--- src/rtl/bullet_pkg.sv ---
// Shared types and constants for the bullet launch path (fire controller and bullet block).
package bullet_pkg;

  localparam int COORD_W = 10;

  localparam logic [1:0] DIR_LEFT  = 2'b00;
  localparam logic [1:0] DIR_RIGHT = 2'b01;
  localparam logic [1:0] DIR_UP    = 2'b10;

  typedef enum logic [2:0] {
    ST_IDLE      = 3'd0,
    ST_LAUNCH    = 3'd1,
    ST_WAIT_ACK  = 3'd2,
    ST_IN_FLIGHT = 3'd3,
    ST_COOLDOWN  = 3'd4
  } fire_state_t;

  // The bullet block only understands left/right/up; the unused code faces right.
  function automatic logic [1:0] map_dir(input logic [1:0] d);
    return (d == 2'b11) ? DIR_RIGHT : d;
  endfunction

endpackage

--- src/rtl/bullet_fire_ctrl_if.sv ---
// Launch handshake between the fire controller (master) and the bullet block (slave).
interface bullet_fire_ctrl_if
  import bullet_pkg::*;
();

  logic               launch;
  logic [COORD_W-1:0] start_x;
  logic [COORD_W-1:0] start_y;
  logic [1:0]         dir;
  logic               bullet_state;

  modport master (output launch, start_x, start_y, dir, input bullet_state);
  modport slave  (input launch, start_x, start_y, dir, output bullet_state);

endinterface

--- src/rtl/frame_tick_gen.sv ---
// Turns the ~60 Hz frame strobe into a registered one-Clk-wide tick on its rising edge.
module frame_tick_gen (
  input  logic Clk,
  input  logic Reset,
  input  logic frame_clk,
  output logic frame_tick
);

  logic frame_d_q;
  logic frame_tick_q;

  // NOTE: sequential state uses non-blocking assignments so every flop samples pre-edge values.
  always_ff @(posedge Clk or posedge Reset) begin
    if (Reset) begin
      frame_d_q    <= 1'b0;
      frame_tick_q <= 1'b0;
    end else begin
      frame_d_q    <= frame_clk;
      frame_tick_q <= frame_clk & ~frame_d_q;
    end
  end

  assign frame_tick = frame_tick_q;

endmodule

--- src/rtl/bullet_fire_ctrl.sv ---
// Fire-key to bullet-launch controller: edge-detected fire, ack tracking, cooldown and ammo reload.
module bullet_fire_ctrl
  import bullet_pkg::*;
#(
  parameter int MAX_AMMO        = 5,
  parameter int AMMO_W          = 4,
  parameter int COOLDOWN_FRAMES = 15,
  parameter int RELOAD_FRAMES   = 60,
  parameter int ACK_TIMEOUT     = 8
) (
  input  logic               Clk,
  input  logic               Reset,
  input  logic               frame_clk,
  input  logic               fire_key,
  input  logic [COORD_W-1:0] tank_x,
  input  logic [COORD_W-1:0] tank_y,
  input  logic [1:0]         tank_dir,
  bullet_fire_ctrl_if.master bus,
  output logic [AMMO_W-1:0]  ammo,
  output logic               ready,
  output logic               fire_err
);

  localparam int CD_W = $clog2(COOLDOWN_FRAMES) + 1;
  localparam int RL_W = $clog2(RELOAD_FRAMES) + 1;
  localparam int AK_W = $clog2(ACK_TIMEOUT) + 1;

  fire_state_t        state_q, state_d;
  logic               fire_key_d_q;
  logic [AK_W-1:0]    ack_cnt_q, ack_cnt_d;
  logic [CD_W-1:0]    cd_cnt_q, cd_cnt_d;
  logic [RL_W-1:0]    rl_cnt_q, rl_cnt_d;
  logic [AMMO_W-1:0]  ammo_q, ammo_d;
  logic [COORD_W-1:0] start_x_q, start_x_d;
  logic [COORD_W-1:0] start_y_q, start_y_d;
  logic [1:0]         dir_q, dir_d;
  logic               launch_q;
  logic               ready_q, ready_d;
  logic               fire_err_q, fire_err_d;
  logic               frame_tick;
  logic               fire_req;
  logic               take;
  logic               give;

  frame_tick_gen u_frame_tick (
    .Clk        (Clk),
    .Reset      (Reset),
    .frame_clk  (frame_clk),
    .frame_tick (frame_tick)
  );

  assign fire_req = fire_key & ~fire_key_d_q;

  // NOTE: every signal driven here gets a default first, so no path can infer a latch.
  always_comb begin
    state_d    = state_q;
    ack_cnt_d  = '0;
    cd_cnt_d   = cd_cnt_q;
    start_x_d  = start_x_q;
    start_y_d  = start_y_q;
    dir_d      = dir_q;
    fire_err_d = 1'b0;
    take       = 1'b0;

    case (state_q)
      ST_IDLE: begin
        if (fire_req && (ammo_q != '0) && !bus.bullet_state) begin
          take      = 1'b1;
          state_d   = ST_LAUNCH;
          start_x_d = tank_x;
          start_y_d = tank_y;
          dir_d     = map_dir(tank_dir);
        end
      end
      ST_LAUNCH: state_d = ST_WAIT_ACK;
      ST_WAIT_ACK: begin
        if (bus.bullet_state) begin
          state_d = ST_IN_FLIGHT;
        end else if (ack_cnt_q == AK_W'(ACK_TIMEOUT - 1)) begin
          state_d    = ST_COOLDOWN;
          cd_cnt_d   = CD_W'(COOLDOWN_FRAMES);
          fire_err_d = 1'b1;
        end else begin
          ack_cnt_d = ack_cnt_q + AK_W'(1);
        end
      end
      ST_IN_FLIGHT: begin
        if (!bus.bullet_state) begin
          state_d  = ST_COOLDOWN;
          cd_cnt_d = CD_W'(COOLDOWN_FRAMES);
        end
      end
      ST_COOLDOWN: begin
        if (cd_cnt_q == '0) begin
          state_d = ST_IDLE;
        end else if (frame_tick) begin
          cd_cnt_d = cd_cnt_q - CD_W'(1);
        end
      end
      default: state_d = ST_IDLE;
    endcase
  end

  // Reload runs independently of the FSM; a simultaneous +1 and -1 cancel out.
  always_comb begin
    rl_cnt_d = rl_cnt_q;
    give     = 1'b0;
    if (ammo_q >= AMMO_W'(MAX_AMMO)) begin
      rl_cnt_d = '0;
    end else if (frame_tick) begin
      if (rl_cnt_q == RL_W'(RELOAD_FRAMES - 1)) begin
        rl_cnt_d = '0;
        give     = 1'b1;
      end else begin
        rl_cnt_d = rl_cnt_q + RL_W'(1);
      end
    end

    case ({give, take})
      2'b10:   ammo_d = ammo_q + AMMO_W'(1);
      2'b01:   ammo_d = ammo_q - AMMO_W'(1);
      default: ammo_d = ammo_q;
    endcase

    ready_d = (state_d == ST_IDLE) && (ammo_d != '0) && !bus.bullet_state;
  end

  always_ff @(posedge Clk or posedge Reset) begin
    if (Reset) begin
      state_q      <= ST_IDLE;
      fire_key_d_q <= 1'b0;
      ack_cnt_q    <= '0;
      cd_cnt_q     <= '0;
      rl_cnt_q     <= '0;
      ammo_q       <= AMMO_W'(MAX_AMMO);
      start_x_q    <= '0;
      start_y_q    <= '0;
      dir_q        <= DIR_UP;
      launch_q     <= 1'b0;
      ready_q      <= 1'b0;
      fire_err_q   <= 1'b0;
    end else begin
      state_q      <= state_d;
      fire_key_d_q <= fire_key;
      ack_cnt_q    <= ack_cnt_d;
      cd_cnt_q     <= cd_cnt_d;
      rl_cnt_q     <= rl_cnt_d;
      ammo_q       <= ammo_d;
      start_x_q    <= start_x_d;
      start_y_q    <= start_y_d;
      dir_q        <= dir_d;
      launch_q     <= (state_d == ST_LAUNCH);
      ready_q      <= ready_d;
      fire_err_q   <= fire_err_d;
    end
  end

  assign bus.launch  = launch_q;
  assign bus.start_x = start_x_q;
  assign bus.start_y = start_y_q;
  assign bus.dir     = dir_q;
  assign ammo        = ammo_q;
  assign ready       = ready_q;
  assign fire_err    = fire_err_q;

endmodule

--- src/flat_wrapper.sv ---
// flat-port wrapper written by rule: the top's interface ports become plain ports
module bullet_fire_ctrl_flat import bullet_pkg::*;
#(
  parameter int MAX_AMMO        = 5,
  parameter int AMMO_W          = 4,
  parameter int COOLDOWN_FRAMES = 15,
  parameter int RELOAD_FRAMES   = 60,
  parameter int ACK_TIMEOUT     = 8
)
  (Clk, Reset, frame_clk, fire_key, tank_x, tank_y, tank_dir, ammo, ready, fire_err, bus_launch, bus_start_x, bus_start_y, bus_dir, bus_bullet_state);
  bullet_fire_ctrl_if bus_i ();
  input  logic Clk;
  input  logic Reset;
  input  logic frame_clk;
  input  logic fire_key;
  input  logic [COORD_W-1:0] tank_x;
  input  logic [COORD_W-1:0] tank_y;
  input  logic [1:0] tank_dir;
  output logic [AMMO_W-1:0] ammo;
  output logic ready;
  output logic fire_err;
  output wire logic [$bits(bus_i.launch)-1:0] bus_launch;
  output wire logic [$bits(bus_i.start_x)-1:0] bus_start_x;
  output wire logic [$bits(bus_i.start_y)-1:0] bus_start_y;
  output wire logic [$bits(bus_i.dir)-1:0] bus_dir;
  input wire logic [$bits(bus_i.bullet_state)-1:0] bus_bullet_state;
  assign bus_launch = bus_i.launch;
  assign bus_start_x = bus_i.start_x;
  assign bus_start_y = bus_i.start_y;
  assign bus_dir = bus_i.dir;
  assign bus_i.bullet_state = bus_bullet_state;
  bullet_fire_ctrl #(.MAX_AMMO(MAX_AMMO), .AMMO_W(AMMO_W), .COOLDOWN_FRAMES(COOLDOWN_FRAMES), .RELOAD_FRAMES(RELOAD_FRAMES), .ACK_TIMEOUT(ACK_TIMEOUT)) u_core (.Clk(Clk), .Reset(Reset), .frame_clk(frame_clk), .fire_key(fire_key), .tank_x(tank_x), .tank_y(tank_y), .tank_dir(tank_dir), .bus(bus_i), .ammo(ammo), .ready(ready), .fire_err(fire_err));
endmodule
--- config.mk ---
export PLATFORM = sky130hd
export DESIGN_NAME = bullet_fire_ctrl_flat
export DESIGN_NICKNAME = d
export VERILOG_FILES = /design/src/rtl/bullet_pkg.sv /design/src/rtl/bullet_fire_ctrl_if.sv /design/src/rtl/frame_tick_gen.sv /design/src/rtl/bullet_fire_ctrl.sv /design/src/flat_wrapper.sv
export SDC_FILE = /design/constraint.sdc
export NUM_CORES = 1
export LEC_CHECK = 0
export BUFFER_PORTS_ARGS = -buffer_cell sky130_fd_sc_hd__buf_2
export CORE_MARGIN = 1.5
export CORE_UTILIZATION = 25
export DETAILED_ROUTE_END_ITERATION = 7
export PLACE_DENSITY = 0.45
export SYNTH_ARGS = -nofsm -noshare
export SYNTH_HDL_FRONTEND = slang
export SYNTH_SLANG_ARGS = --single-unit
export TNS_END_PERCENT = 5
--- constraint.sdc ---
create_clock -name Clk -period 4.3 [get_ports Clk]
set_clock_uncertainty 0.15 [all_clocks]
set_input_delay 0.86 -clock Clk [delete_from_list [all_inputs] [get_ports Clk]]
set_output_delay 0.86 -clock Clk [all_outputs]
set_load 0.05 [all_outputs]
# Word-level counts from Yosys, hierarchy flattened
# Index checks and enable logic that the tools add are counted.
word_totals:
  regBits: 51
  elab_cells: 81
op_classes:
  n_bitwise: 4
  n_mux: 28
  reduce_logical: 14
  n_addsub: 5
  order_cmp: 1
  eq_ne: 15
op_table:
  columns: ["op", "n"]
  rows:
  - ["two-way mux 5 bit", 5]
  - ["two-way mux 7 bit", 3]
  - ["two-way mux 3 bit", 5]
  - ["case mux 3 bit (5 select lines)", 1]
  - ["case mux 5 bit (3 select lines)", 1]
  - ["two-way mux 4 bit", 3]
  - ["adder 4 x 1 -> 4 bit (second input constant)", 2]
  - ["two-way mux 1 bit", 8]
  - ["!= test 2 bit (second input constant)", 4]
  - ["case mux 4 bit (2 select lines)", 1]
  - ["nonzero test 4 bit", 2]
  - ["adder 7 x 1 -> 7 bit (second input constant)", 1]
  - ["== test 7 x 6 -> 1 bit (second input constant)", 1]
  - ["== test 3 x 1 -> 1 bit (second input constant)", 2]
  - ["== test 3 x 2 -> 1 bit (second input constant)", 2]
  - ["zero test 3 bit", 2]
  - ["AND reduction 6 bit", 1]
  - ["zero test 5 bit", 1]
  - ["subtractor 5 x 1 -> 5 bit (second input constant)", 1]
  - ["== test 2 bit (second input constant)", 2]
  - ["== test 4 x 3 -> 1 bit (second input constant)", 1]
  - [">= comparator 4 x 3 -> 1 bit (second input constant)", 1]
  - ["logical AND 1 bit", 4]
  - ["subtractor 4 x 1 -> 4 bit (second input constant)", 1]
  - ["10 further kinds", 12]

# Logic depth before layout (Yosys ltp)
logic_depth:
  word_depth: 11
  ltp_mapped: 13
  mapped_depth_nobuf: 10

# Hierarchy
# A second synthesis with hierarchy kept.
hier_totals:
  cells_unflattened: 197
  area_unflattened_um2: 2344.7
by_module_without_submodules:
  columns: ["mod", "seq_area_each_um2", "cells_each", "area_each_um2", "instances"]
  rows:
  - ["bullet_fire_ctrl", 1229.9, 193, 2277.2, 1]
  - ["frame_tick_gen", 50.0, 4, 67.6, 1]

# Least setup slack after synthesis
# No wires, ideal clock.
synth_timing:
  kind: "reg2reg"
  startpoint: "register u_core.ammo_q[1] (netlist: u_core.ammo[1])"
  endpoint: "register u_core.ready_q (netlist: u_core.ready)"
  setup_ns: 0.124
  path_stages_with_launch: 14
  setup_slack_ns: 1.012
  arrival_time_ns: 3.014
  path_cell_list: "dfrtp_1 > buf_6 > or4_4 > nand3_4 > inv_4 > clkbuf_1 > ha_1 > clkbuf_1 > nand4b_1 > nor2_1 > o2bb2ai_1 > nand2_1 > xnor2_1 > o31a_1"
synth_via:
  elab_chain_len: 10
  word_cells_on_any_way: 18
  cone_classes: "2 x add/sub; 1 x order compare; 2 x eq/ne; 6 x mux; 7 x reduce/logical"
synth_rtl:
  columns: ["element", "line_no", "source"]
  rows:
  - ["from (decl)", "bullet_fire_ctrl.sv:33", "logic [AMMO_W-1:0] ammo_q, ammo_d;"]
  - ["from (signal assigned)", "bullet_fire_ctrl.sv:135", "ammo_q <= AMMO_W'(MAX_AMMO);"]
  - ["from (signal assigned)", "bullet_fire_ctrl.sv:148", "ammo_q <= ammo_d;"]
  - ["nonzero test 4 bit", "bullet_fire_ctrl.sv:67", "if (fire_req && (ammo_q != '0) && !bus.bullet_state) begin"]
  - ["logical AND 1 bit (2 in series)", "bullet_fire_ctrl.sv:67", null]
  - ["two-way mux 1 bit", "bullet_fire_ctrl.sv:67", null]
  - ["two-way mux 1 bit", "bullet_fire_ctrl.sv:65", "case (state_q)"]
  - ["== test 2 x 1 -> 1 bit or == test 2 bit (tied branches)", "bullet_fire_ctrl.sv:119", "case ({give, take})"]
  - ["case mux 4 bit (2 select lines) *", "bullet_fire_ctrl.sv:119", null]
  - ["via u_core.ammo_d[3]", "bullet_fire_ctrl.sv:33", null]
  - ["nonzero test 4 bit *", "bullet_fire_ctrl.sv:125", "ready_d = (state_d == ST_IDLE) && (ammo_d != '0) && !bus.bullet_state;"]
  - ["logical AND 1 bit * (2 in series)", "bullet_fire_ctrl.sv:125", null]
  - ["via u_core.ready_d", "bullet_fire_ctrl.sv:38", "logic ready_q, ready_d;"]
  - ["to (signal assigned)", "bullet_fire_ctrl.sv:153", "ready_q <= ready_d;"]
  - ["to (decl)", "bullet_fire_ctrl.sv:38", null]
# The timed path passes the listed nets; every way through them passes the cells marked *.
# A chain may end at the register's enable or synchronous reset.

# Worst setup path after layout
layout_timing:
  startpoint: "input port bus_bullet_state"
  endpoint: "register u_core.ready_q (netlist: u_core.ready)"
layout_via:
  elab_chain_len: 9
  word_cells_on_any_way: 15
  cone_classes: "2 x eq/ne; 7 x mux; 6 x reduce/logical"
layout_rtl:
  columns: ["element", "line_no", "source"]
  rows:
  - ["from (decl)", "flat_wrapper.sv:26", "input wire logic [$bits(bus_i.bullet_state)-1:0] bus_bullet_state;"]
  - ["zero test 1 bit *", "bullet_fire_ctrl.sv:67", null]
  - ["logical AND 1 bit *", "bullet_fire_ctrl.sv:67", null]
  - ["two-way mux 1 bit *", "bullet_fire_ctrl.sv:67", null]
  - ["two-way mux 1 bit *", "bullet_fire_ctrl.sv:65", null]
  - ["== test 2 x 1 -> 1 bit or == test 2 bit (tied branches)", "bullet_fire_ctrl.sv:119", null]
  - ["case mux 4 bit (2 select lines) *", "bullet_fire_ctrl.sv:119", null]
  - ["via u_core.ammo_d[3]", "bullet_fire_ctrl.sv:33", null]
  - ["nonzero test 4 bit *", "bullet_fire_ctrl.sv:125", null]
  - ["logical AND 1 bit * (2 in series)", "bullet_fire_ctrl.sv:125", null]
  - ["via u_core.ready_d", "bullet_fire_ctrl.sv:38", null]
# Marked as above.

==> results.toml <==
[global_route]
grt_overflow = 0
grt_pass1_vias = 1798
grt_util_all_layers = 0.105
grt_max_degree = 39
grt_pass1_wl_um = 8390
antenna_found_initial = 0

[pwr]
leakagePower_nw = 1.41
ir_drop_uv = 228
fin_total_pwr_mw = 1.83
powerDensity_mw_per_mm2 = 656

[critical_path]
worst_ep_required_time_ns = 4.33
start_kind = "input pin"
cp-end-kind = "flip-flop"
critical_path_arrival_ns = 3.37
crit_type = "in2reg"
critPathMaxFanout = 26
reg2reg_slack_ns = 1.07

[drt]
drt-wirelength-per-cell_um = 12.0
routed_via_density = 4.40
ant_nets = 0
drt_iter0_drc = 66
num_vias = 1769
first_pass_iters = 4
routed_wl_um = 4840
drc = 0

[yosys]
synthAdderAreaFrac = 0.0324
synth-xor-area-share = 0.0454
synth_edf_count = 0
syn_area_per_cell_sq_um = 9.70
syn-num-nets = 272
syn_inst = 239
synth-compound-area-share = 0.0578
ys.flop_type = "dfrtp_1"
yosys_warnings = 0
synth_top_family_by_area = "simple AND/OR/NAND/NOR gates"
synthArstFlopShare = 1.00
syn_area_sq_mm = 0.00232
yosysUniqueCellTypes = 43
synth_simple_gate_area_frac = 0.271
synthMuxAreaShare = 0.00918
seq_area_frac_synth = 0.552
synth-seq-cells = 51

[timing]
hold_ws_ns = 0.254
finalCriticalPeriod_ns = 3.34
worst_pin_slew_ns = 0.806
hold_viol_final = 0
setup_viol = 0
finalSetupTns_ns = 0
clock.fmax_ghz = 0.299
drv_slew = 0
period_share = 0.777
grt_setup_unrepaired = "false"
slew_headroom = 0.462
worst_slack_ns = 0.960

[clock_tree]
clk_path_buf_depth = 2
cts_buffers = 5
cts_setup_buffers = 0
cts_sinks = 51
clk_latency_ns = 0.30
postCtsResizedCells = 0
hold_buffers = 0
clk_pin_slew_ns = 0.08
htree_levels = 2
root_buffer = "clkbuf_8"
tritoncts = "built"

[place]
dp_cells = 394
place_ws_ns = 0.585
hpwl_um = 3460
gp_congestion = 0.725
place_area_sq_mm = 0.00269
io_buffer_count = 55

[floorplanning]
die_width_um = 99.3
start_util = 0.262
rows = 34
die_y_um = 99.3
die_area_sq_mm = 0.00986
core_sq_mm = 0.00885
pin_count = 56

[cells_and_area]
final_nets = 326
area_growth_syn_to_layout_pct = 20.0
fin_area_sq_mm = 0.00278
num_antenna_cells = 0
instances_no_fill = 402
drive_gt1_frac = 0.252
fin_util = 0.314
layout_common_cells = "nand2_1 (82), buf_2 (55), dfrtp_1 (48)"
layout_commonest_cell = "nand2_1"

[job]
drv_cap = 0

[status]
status = "finished, final reports clean"

[hold_path]
hp-class = "reg2reg"
## worst max-delay path, cell delays in order
cell     delay, ns
buf_2         0.14
nor4b_2       0.35
nand3_4       0.32
inv_4         0.36
ha_1          0.38
nor4_1        0.32
a32oi_1       0.14
nand2_1       0.10
xnor2_1       0.08
o31a_1        0.29
## state kept, by name, summed over array words and instances (netlist names)
signal,cells
u_core.bus.start_x,10
u_core.u_frame_tick.frame_tick,1
u_core.rl_cnt_q,7
u_core.cd_cnt_q,5
u_core.ammo,4
u_core.state_q,3
u_core.u_frame_tick.frame_d_q,1
u_core.ready,1
u_core.bus.launch,1
u_core.fire_key_d_q,1
u_core.fire_err,1
u_core.bus.start_y,10
u_core.ack_cnt_q,4
u_core.bus.dir,2
## cell families (layout without fill, tap and decap cells)
logic type | count (synthesis) | in the layout
fa+ha+maj | 6 | 6
compound gates | 20 | 20
xor+xnor | 12 | 12
mux | 2 | 2
simple gates | 132 | 132
flops | 51 | 51
buf+inv | 16 | 71
## synth_stat cells (2+ instances only)
| master | number | area [sq um] |
|---|---|---|
| nand2b_1 | 5 | 31.3 |
| nand3_1 | 3 | 15.0 |
| xor2_1 | 7 | 61.3 |
| inv_1 | 6 | 22.5 |
| o21ai_0 | 3 | 15.0 |
| buf_2 | 3 | 15.0 |
| or3_1 | 2 | 12.5 |
| a311oi_1 | 2 | 17.5 |
| ha_1 | 6 | 75.1 |
| dfrtp_1 | 48 | 1200 |
| dfstp_2 | 3 | 78.8 |
| xnor2_1 | 5 | 43.8 |
| clkbuf_1 | 5 | 18.8 |
| nor2b_1 | 2 | 12.5 |
| nor3_1 | 3 | 15.0 |
| a211oi_1 | 2 | 15.0 |
| nor4_1 | 4 | 25.0 |
| and2_1 | 2 | 12.5 |
| nand2_1 | 82 | 308 |
| and3_1 | 3 | 18.8 |
| nor3b_1 | 2 | 15.0 |
| a21oi_1 | 7 | 35.0 |
| nand3b_1 | 2 | 15.0 |
| nor2_1 | 13 | 48.8 |
## worst paths after layout
kind | start | depth (start not counted) | end
max | bus_bullet_state | 10 | u_core.ready
min | u_core.u_frame_tick.frame_d_q | 1 | u_core.u_frame_tick.frame_tick
max reg2reg | u_core.ammo[1] | 9 | u_core.ready
min reg2reg | u_core.u_frame_tick.frame_d_q | 1 | u_core.u_frame_tick.frame_tick
max in group asynchronous | Reset | 3 | u_core.ammo[2]
min in group asynchronous | Reset | 2 | u_core.bus.start_y[7]
## power breakdown
group / switching (mW) / internal, mW
Clock: 0.151 / 0.130
Combinational: 0.606 / 0.194
Sequential: 0.116 / 0.627
## per-layer routing
layer	global-route usage	up-vias	share of wire	wire, um
li1	-	890	-	-
met1	0.136	842	0.50	2420
met2	0.172	33	0.45	2190
met3	0.0288	4	0.035	170
met4	0.0325	0	0.014	67
met5	0	-	0	0
## area by class of cell
class,instances,area (sq um)
Clock buffer,7,86.3
Clock inverter,1,5.00
Tap cell,108,135
Timing Repair Buffer,56,283
Multi-Input combinational cell,172,963
Inverter,7,28.8
Fill cell,963,6070
Sequential cell,51,1280
Note: power is estimated with default switching activity, not from simulation.
